[src/rtl/rfPhoenixMmupkg.sv]
// Shared MMU/D-cache types: the cache line layout, the line-fill FSM states
// and the fill beat count.
package rfPhoenixMmupkg;

    // [255:0] line data, [256] valid bit.
    typedef logic [256:0] DCacheLine;

    localparam int DCACHE_FILL_BEATS = 4;

    typedef enum logic [1:0] {
        DCF_IDLE    = 2'd0,
        DCF_COLLECT = 2'd1,
        DCF_WRITE   = 2'd2
    } dcfill_state_t;

endpackage

[src/rtl/dcache_line_fill.sv]
// D-cache line fill engine: gathers BEATS response beats into a line buffer
// and issues one full-line write (valid set) unless any beat flagged an error.
import rfPhoenixMmupkg::*;

module dcache_line_fill #(
    parameter int BEATS  = DCACHE_FILL_BEATS,
    parameter int BEAT_W = 64,
    parameter int ADR_W  = 10
) (
    input  logic              clk,
    input  logic              rst,
    input  logic              req,
    input  logic [ADR_W-1:0]  req_adr,
    output logic              req_rdy,
    input  logic              beat_v,
    input  logic [BEAT_W-1:0] beat_dat,
    input  logic              beat_err,
    output logic              beat_rdy,
    output logic              wr,
    output logic [ADR_W-1:0]  wadr,
    output DCacheLine         wdat,
    output logic              busy,
    output logic [ADR_W-1:0]  busy_adr,
    output logic              done,
    output logic              err
);

    localparam int LINE_W = BEATS * BEAT_W;
    localparam int CNT_W  = (BEATS > 1) ? $clog2(BEATS) : 1;
    localparam logic [CNT_W-1:0] LAST_CNT = CNT_W'(BEATS - 1);
    localparam logic [CNT_W-1:0] CNT_ONE  = CNT_W'(1);

    dcfill_state_t     state_q, state_d;
    logic [ADR_W-1:0]  adr_q, adr_d;
    logic [CNT_W-1:0]  cnt_q, cnt_d;
    logic [LINE_W-1:0] buf_q, buf_d;
    logic              serr_q, serr_d;
    logic              wr_q, wr_d;
    logic              done_q, done_d;
    logic              err_q, err_d;
    logic              busy_q, busy_d;
    logic              req_rdy_q, req_rdy_d;
    logic              beat_rdy_q, beat_rdy_d;

    // Next-state, datapath capture and next values of the registered outputs.
    always_comb begin
        state_d = state_q;
        adr_d   = adr_q;
        cnt_d   = cnt_q;
        buf_d   = buf_q;
        serr_d  = serr_q;
        case (state_q)
            DCF_IDLE: begin
                if (req) begin
                    adr_d   = req_adr;
                    cnt_d   = '0;
                    serr_d  = 1'b0;
                    state_d = DCF_COLLECT;
                end else begin
                    state_d = DCF_IDLE;
                end
            end
            DCF_COLLECT: begin
                if (beat_v) begin
                    for (int i = 0; i < BEATS; i++) begin
                        if (cnt_q == CNT_W'(i)) begin
                            buf_d[i*BEAT_W +: BEAT_W] = beat_dat;
                        end else begin
                            buf_d[i*BEAT_W +: BEAT_W] = buf_q[i*BEAT_W +: BEAT_W];
                        end
                    end
                    serr_d = serr_q | beat_err;
                    cnt_d  = cnt_q + CNT_ONE;
                    if (cnt_q == LAST_CNT) begin
                        state_d = DCF_WRITE;
                    end else begin
                        state_d = DCF_COLLECT;
                    end
                end else begin
                    state_d = DCF_COLLECT;
                end
            end
            DCF_WRITE: begin
                state_d = DCF_IDLE;
            end
            default: begin
                state_d = DCF_IDLE;
            end
        endcase

        // Outputs are registered from the next state so they line up with it.
        wr_d       = (state_d == DCF_WRITE) && !serr_d;
        done_d     = (state_d == DCF_WRITE) && !serr_d;
        err_d      = (state_d == DCF_WRITE) && serr_d;
        busy_d     = (state_d != DCF_IDLE);
        req_rdy_d  = (state_d == DCF_IDLE);
        beat_rdy_d = (state_d == DCF_COLLECT);
    end

    // State, buffer and output registers with synchronous reset.
    always_ff @(posedge clk) begin
        if (rst) begin
            state_q    <= DCF_IDLE;
            adr_q      <= '0;
            cnt_q      <= '0;
            buf_q      <= '0;
            serr_q     <= 1'b0;
            wr_q       <= 1'b0;
            done_q     <= 1'b0;
            err_q      <= 1'b0;
            busy_q     <= 1'b0;
            req_rdy_q  <= 1'b1;
            beat_rdy_q <= 1'b0;
        end else begin
            state_q    <= state_d;
            adr_q      <= adr_d;
            cnt_q      <= cnt_d;
            buf_q      <= buf_d;
            serr_q     <= serr_d;
            wr_q       <= wr_d;
            done_q     <= done_d;
            err_q      <= err_d;
            busy_q     <= busy_d;
            req_rdy_q  <= req_rdy_d;
            beat_rdy_q <= beat_rdy_d;
        end
    end

    assign req_rdy  = req_rdy_q;
    assign beat_rdy = beat_rdy_q;
    assign wr       = wr_q;
    assign done     = done_q;
    assign err      = err_q;
    assign busy     = busy_q;
    assign busy_adr = adr_q;
    assign wadr     = adr_q;
    assign wdat     = {1'b1, buf_q};

endmodule

[config.mk]
export PLATFORM = sky130hd
export DESIGN_NAME = dcache_line_fill
export DESIGN_NICKNAME = d
export VERILOG_FILES = /design/src/rtl/rfPhoenixMmupkg.sv /design/src/rtl/dcache_line_fill.sv
export SDC_FILE = /design/constraint.sdc
export NUM_CORES = 1
export LEC_CHECK = 0
export ABC_AREA = 1
export BUFFER_PORTS_ARGS = -buffer_cell sky130_fd_sc_hd__buf_2
export CORE_MARGIN = 4
export CORE_UTILIZATION = 40
export CTS_CLUSTER_SIZE = 40
export DETAILED_ROUTE_END_ITERATION = 16
export PLACE_DENSITY = 0.7
export SKIP_LAST_GASP = 1
export SYNTH_ARGS = -nofsm -noshare
export SYNTH_HDL_FRONTEND = slang
export SYNTH_SLANG_ARGS = --single-unit
[constraint.sdc]
create_clock -name clk -period 1.5 [get_ports clk]
set_clock_uncertainty 0.15 [all_clocks]
set_input_delay 0.225 -clock clk [delete_from_list [all_inputs] [get_ports clk]]
set_output_delay 0.225 -clock clk [all_outputs]
set_load 0.01 [all_outputs]
==> results of run 1 <==
[Yosys cell counts]
cell	n	area share
a21oi_1	4	0.0018
inv_2	2	0.00068
buf_6	28	0.029
nand2_1	396	0.13
clkbuf_1	22	0.0075
clkinv_1	2	0.00068
dfxtp_1	276	0.50
buf_2	9	0.0041
buf_4	34	0.023
nand2_2	1	0.00057
nor2_1	540	0.18
inv_1	199	0.068
ha_1	4	0.0045
conb_1	1	0.00034
nand4_1	4	0.0023
o21ai_0	37	0.017
buf_1	1	0.00034
nor2_4	1	0.0010
nand3_1	2	0.00091
o21ai_1	37	0.017
clkbuf_2	5	0.0023
[cells by family (layout without fill, tap and decap cells)]
| family | after synthesis | in the layout |
|---|---|---|
| AO/OA/AOI/OAI | 78 | 78 |
| other | 1 | 4 |
| buffers and inverters | 302 | 762 |
| flip-flops | 276 | 276 |
| AND/OR/NAND/NOR | 944 | 944 |
| adder cells (fa/ha/maj) | 4 | 4 |
[sequential cells by signal (all words and copies together), names as in the netlist]
register,cells
req_rdy,1
busy,1
err,1
busy_adr,10
serr_q,1
buf_q,256
cnt_q,2
done,1
state_q,2
beat_rdy,1
[through the flow]
| step | setup TNS (ns) | total power [mW] | std cells | setup slack (ns) | area [µm²] |
|---|---|---|---|---|---|
| final | -6.17 | 16.7 | 2409 | -0.0902 | 15600 |
| after CTS | -3.65 | 16.8 | 2386 | -0.0646 | 15000 |
| after global placement | -6.15 | 9.42 | 2257 | -0.0806 | 13200 |
| after global routing | -25.25 | 17.4 | 2409 | -0.156 | 15600 |
| after floorplan | 0 | 8.76 | 1605 | 0.103 | 11000 |
| after detailed placement | -15.27 | 9.47 | 2257 | -0.150 | 13200 |
[power by group through the flow]
stage,Combinational (mW),Sequential [mW],Clock [mW]
floorplan,0.779,7.98,0
global placement,1.55,7.88,0
detailed placement,1.58,7.88,0
CTS,1.77,7.73,7.28
global route,2.05,7.76,7.58
finish,1.86,7.73,7.14
[cells in the final DEF (no fill, tap or decap), drive strengths merged]
master,netlist,layout
nor2,541,541
buf,72,415
nand2,397,397
dfxtp,276,276
inv,201,203
dlygate4sd3,0,77
o21ai,74,74
clkbuf,27,58
clkinv,2,6
nand4,4,4
a21oi,4,4
ha,4,4
diode,0,3
nand3,2,2
bufinv,0,2
conb,1,1
clkinvlp,0,1
[critical path: stages, from the launching register on]
cell	delay [ns]
dfxtp_4	0.36
inv_4	0.06
ha_2	0.15
nand4_1	0.12
buf_4	0.19
buf_12	0.15
clkbuf_16	0.16
nand2_1	0.05
nand2_1	0.04
nor2_1	0.08
[per-layer routing]
metal,up-vias,GRT usage
li1,5554,-
met1,4945,0.248
met2,349,0.362
met3,70,0.0570
met4,0,0.0657
met5,-,0
[repair_timing]
item                                   4_1_cts  5_1_grt
setup buffers                                0        2
setup endpoints to repair                  254      262
hold buffers                                76        1
gates cloned                                 1       17
pin swaps                                    2        5
resized for setup                           24       58
endpoints found under the hold margin      274        3
[worst max path at each step]
| stage | startpoint | to | slack, ns | cells after the start |
|---|---|---|---|---|
| 3_3_place_gp | cnt_q[0] | buf_q[142] | -0.08 | 8 |
| 2_1_floorplan | cnt_q[0] | buf_q[242] | 0.10 | 8 |
| 4_1_cts | cnt_q[1] | err | -0.06 | 8 |
| 6_report | cnt_q[0] | buf_q[144] | -0.09 | 9 |
| 5_1_grt | cnt_q[0] | buf_q[166] | -0.16 | 9 |
| 3_5_place_dp | cnt_q[0] | buf_q[141] | -0.15 | 8 |
[layout make-up]
class,count,area [µm²]
clock inverter,9,101
timing repair buffer,507,3740
tap,341,427
fill,2455,11500
antenna,3,7.51
inverter,203,777
clock buffer,43,838
sequential,276,5540
multi-input combinational,1027,4130
==> flow_metrics.py, run 1 <==
metrics = {
    "outcome": {
        "status": "complete, but fails checks",
        "violations": "setup timing",
    },
    "global_routing": {
        "grt_overflow_total": 0,
        "antenna_found_initial": 3,
        "grt_pass1_wl_um": 52500,
        "gr-usage-all-layers": 0.207,
        "grt_pass1_vias": 10201,
        "grt_max_degree": 48,
    },
    "power_and_ir_drop": {
        "ir_drop_mv": 0.893,
        "power.internal_mw": 12.6,
        "swShare": 0.248,
        "p_leak_nw": 8.69,
        "switching_power_mw": 4.16,
        "p_per_area_nw_per_um2": 1070,
        "pwr-share-comb": 0.111,
        "clkPwrFrac": 0.427,
        "power_frac_seq": 0.462,
    },
    "layout": {
        "final_layout_size_suffix_gt1_frac": 0.255,
        "fin_nets": 2127,
        "finish.utilization": 0.576,
        "area_growth_pct": 41.2,
    },
    "critical_path": {
        "arrival_ns": 1.92,
        "r2r_start": "cnt_q[0]",
        "cp_max_fo": 11,
        "rr_endpoint": "buf_q[144]",
        "rrSetupSlack_ns": -0.09,
        "endpoint_kind": "register",
        "crit_type": "register to register",
        "r2r_cells": 9,
        "worstPathRequired_ns": 1.83,
        "startpoint_type": "register",
    },
    "synth": {
        "avgSynthCellArea_um2": 6.87,
        "synth_compound_area_frac": 0.0354,
        "syn_inst": 1605,
        "ys_warn_count": 0,
        "yosys.area_share.simple": 0.323,
        "ys_seq_elements": 276,
        "synth_seq_area_share": 0.501,
        "synth.mux.area_fraction": 0,
        "synth_top_family_by_area": "simple AND/OR/NAND/NOR gates",
        "synth-xor-area-share": 0,
        "netlist_area_um2": 11000,
        "synth_fa_ha_area_frac": 0.00454,
        "ys_types": 21,
        "synth_nets": 1688,
    },
    "worst_hold_path": {
        "hold_end": "state_q[0]",
        "hold_depth": 4,
        "min_path_type": "primary input to register",
        "hp-start": "req",
    },
    "floorplan": {
        "rows": 60,
        "die_x_um": 174,
        "core-area_um2": 27000,
        "die_h_um": 174,
        "dieArea_um2": 30300,
        "ios": 362,
        "start_util": 0.408,
    },
    "clock_network": {
        "h-tree-depth": 1,
        "clock_tree.buffer_depth": 3,
        "cts_tree": "done",
        "cts_sinks": 276,
        "clk_pin_slew_ns": 0.06,
        "root_buffer": "clkbuf_16",
        "cts_inserted_buffers": 29,
        "insertion_delay_ns": 0.55,
    },
    "route": {
        "dr.pass1.iters": 5,
        "num_vias": 10918,
        "ant_nets": 0,
        "post_drt_wl_per_cell_um": 14.8,
        "topRoutingLayerUsed": "met4",
        "wl_um": 35700,
        "drc_errors": 0,
        "wl_met1_um": 15000,
        "avgViaCountPerCell": 4.53,
        "wl_met2_um": 17000,
        "drt_iter0_drc": 664,
        "dr_wl_met3_um": 2630,
    },
    "flow_run": {
        "max_cap_violations": 0,
    },
    "sta": {
        "hold_viol_final": 0,
        "whs_ns": 0.133,
        "finalWorstSetupSlack_ns": -0.0902,
        "final_max_slew_viol_count": 0,
        "rsz0062_at_grt": "yes",
        "finalCritPeriodShare": 1.06,
        "setup_violations": 169,
        "max_freq_ghz": 0.629,
        "final.min_clock_period_ns": 1.59,
    },
    "placed_design": {
        "dp_hpwl_um": 22600,
        "port_buffers": 360,
        "finalWeightedCongestion": 0.801,
    },
}
Power figures use the tool's default switching activity.
==> run 2: changes to the inputs <==
Settings changed: MAX_ROUTING_LAYER set to met4.
==> flow_metrics.py, run 2 (synthesized netlist as in run 1, its figures left out) <==
metrics = {
    "global_routing": {
        "grt_max_degree": 48,
        "grt_overflow_total": 0,
        "grt_pass1_wl_um": 52500,
        "antenna_found_initial": 3,
        "gr-usage-all-layers": 0.214,
        "grt_pass1_vias": 10205,
    },
    "power_and_ir_drop": {
        "p_per_area_nw_per_um2": 1070,
        "ir_drop_mv": 0.892,
        "p_total_mw": 16.7,
        "p_leak_nw": 8.69,
    },
    "floorplan": {
        "dieArea_um2": 30300,
        "rows": 60,
        "die_x_um": 174,
        "core-area_um2": 27000,
        "start_util": 0.408,
        "die_h_um": 174,
        "ios": 362,
    },
    "critical_path": {
        "endpoint_kind": "register",
        "worstPathRequired_ns": 1.83,
        "startpoint_type": "register",
        "arrival_ns": 1.92,
        "r2r_cells": 9,
        "crit_type": "register to register",
        "cp_max_fo": 11,
    },
    "clock_network": {
        "cts_tree": "done",
        "root_buffer": "clkbuf_16",
        "clk_pin_slew_ns": 0.07,
        "insertion_delay_ns": 0.54,
        "cts_sinks": 276,
        "cts_inserted_buffers": 29,
        "clock_tree.buffer_depth": 3,
        "h-tree-depth": 1,
    },
    "sta": {
        "max_freq_ghz": 0.629,
        "finalWorstSetupSlack_ns": -0.0898,
        "hold_viol_final": 0,
        "setup_violations": 182,
        "final.min_clock_period_ns": 1.59,
        "rsz0062_at_grt": "yes",
        "final_max_slew_viol_count": 0,
        "finalCritPeriodShare": 1.06,
    },
    "layout": {
        "fin_nets": 2127,
        "layout.cells.non_filler": 2409,
        "seqCellArea_um2": 5540,
        "regMostFlops": "buf_q",
        "final_cell_mix": "nor2_1 (519), nand2_1 (386), buf_2 (358)",
        "final_common_cell": "nor2_1",
        "nFillCells": 2459,
        "largest_reg_flops": 256,
        "area_growth_pct": 41.1,
        "final_layout_size_suffix_gt1_frac": 0.253,
        "multi_input_area_um2": 4120,
    },
    "outcome": {
        "violations": "setup timing",
        "status": "complete, but fails checks",
    },
    "route": {
        "dr.pass1.iters": 5,
        "post_drt_wl_per_cell_um": 14.7,
        "drc_errors": 0,
        "avgViaCountPerCell": 4.52,
        "drt_iter0_drc": 655,
        "num_vias": 10885,
        "ant_nets": 0,
        "wl_um": 35500,
    },
    "placed_design": {
        "port_buffers": 360,
        "dp_cells": 2257,
        "finalWeightedCongestion": 0.813,
        "dp_hpwl_um": 22600,
    },
    "worst_hold_path": {
        "hold_depth": 4,
        "min_path_type": "primary input to register",
    },
    "flow_run": {
        "max_cap_violations": 0,
    },
}
-- run 2: cell count changes in the layout (fill, tap and decap cells not counted) --
cell / delta
buf_6: -1
buf_8: +1
nand2_1: +1
nand2_2: -1
nor2_1: +3
nor2_2: -3
o21ai_1: +1
o21ai_2: -1
-- run 2: timing repair --
action                     CTS  global route
resized for setup           24            54
setup buffers                0             2
hold buffers                76             1
setup endpoints to repair  254           262
pin swaps                    2             5
hold endpoints to repair   274             3
cloned                       1            17
-- run 2: report_power, final --
group          internal [mW]  switching [mW]
Clock                   4.19            2.95
Sequential              7.59           0.143
Combinational          0.801            1.05
Total                   12.6            4.14
-- run 2: path summary, 6_finish.rpt --
| check | start | to | slack, ns |
|---|---|---|---|
| max | cnt_q[0] | buf_q[144] | -0.09 |
| min | req | state_q[0] | 0.14 |
| max reg2reg | cnt_q[0] | buf_q[144] | -0.09 |
| min reg2reg | buf_q[204] | buf_q[204] | 0.32 |
-- run 2: area by class of cell --
cell class,instances,area share
antenna,3,0.000483
clock inverter,9,0.00651
tap,341,0.0274
clock buffer,43,0.0539
sequential,276,0.356
timing repair buffer,507,0.241
multi-input combinational,1027,0.265
inverter,203,0.0499
-- run 2: through the flow --
stage / setup WS, ns / TNS [ns] / utilization / hold WS, ns / area, µm²
detailed placement: -0.150 / -15.27 / 0.488 / 0.314 / 13200
global placement: -0.0806 / -6.15 / 0.488 / 0.308 / 13200
floorplan: 0.103 / 0 / - / 0.144 / 11000
CTS: -0.0646 / -3.65 / 0.554 / -0.0841 / 15000
global route: -0.157 / -25.21 / 0.576 / 0.150 / 15600
finish: -0.0898 / -6.28 / 0.576 / 0.139 / 15600
-- run 2: worst max-delay path, stage by stage (launching register included) --
cell       delay (ns)
dfxtp_4          0.36
inv_4            0.06
ha_2             0.15
nand4_1          0.12
buf_4            0.19
buf_12           0.14
clkbuf_16        0.16
nand2_1          0.05
nand2_1          0.04
nor2_1           0.08
-- run 2: metal layers --
layer	track usage	vias up	wire length (µm)
li1	-	5550	-
met1	0.252	4908	15000
met2	0.363	351	17000
met3	0.0502	76	2410
met4	0.0653	0	1060
met5	-	-	0
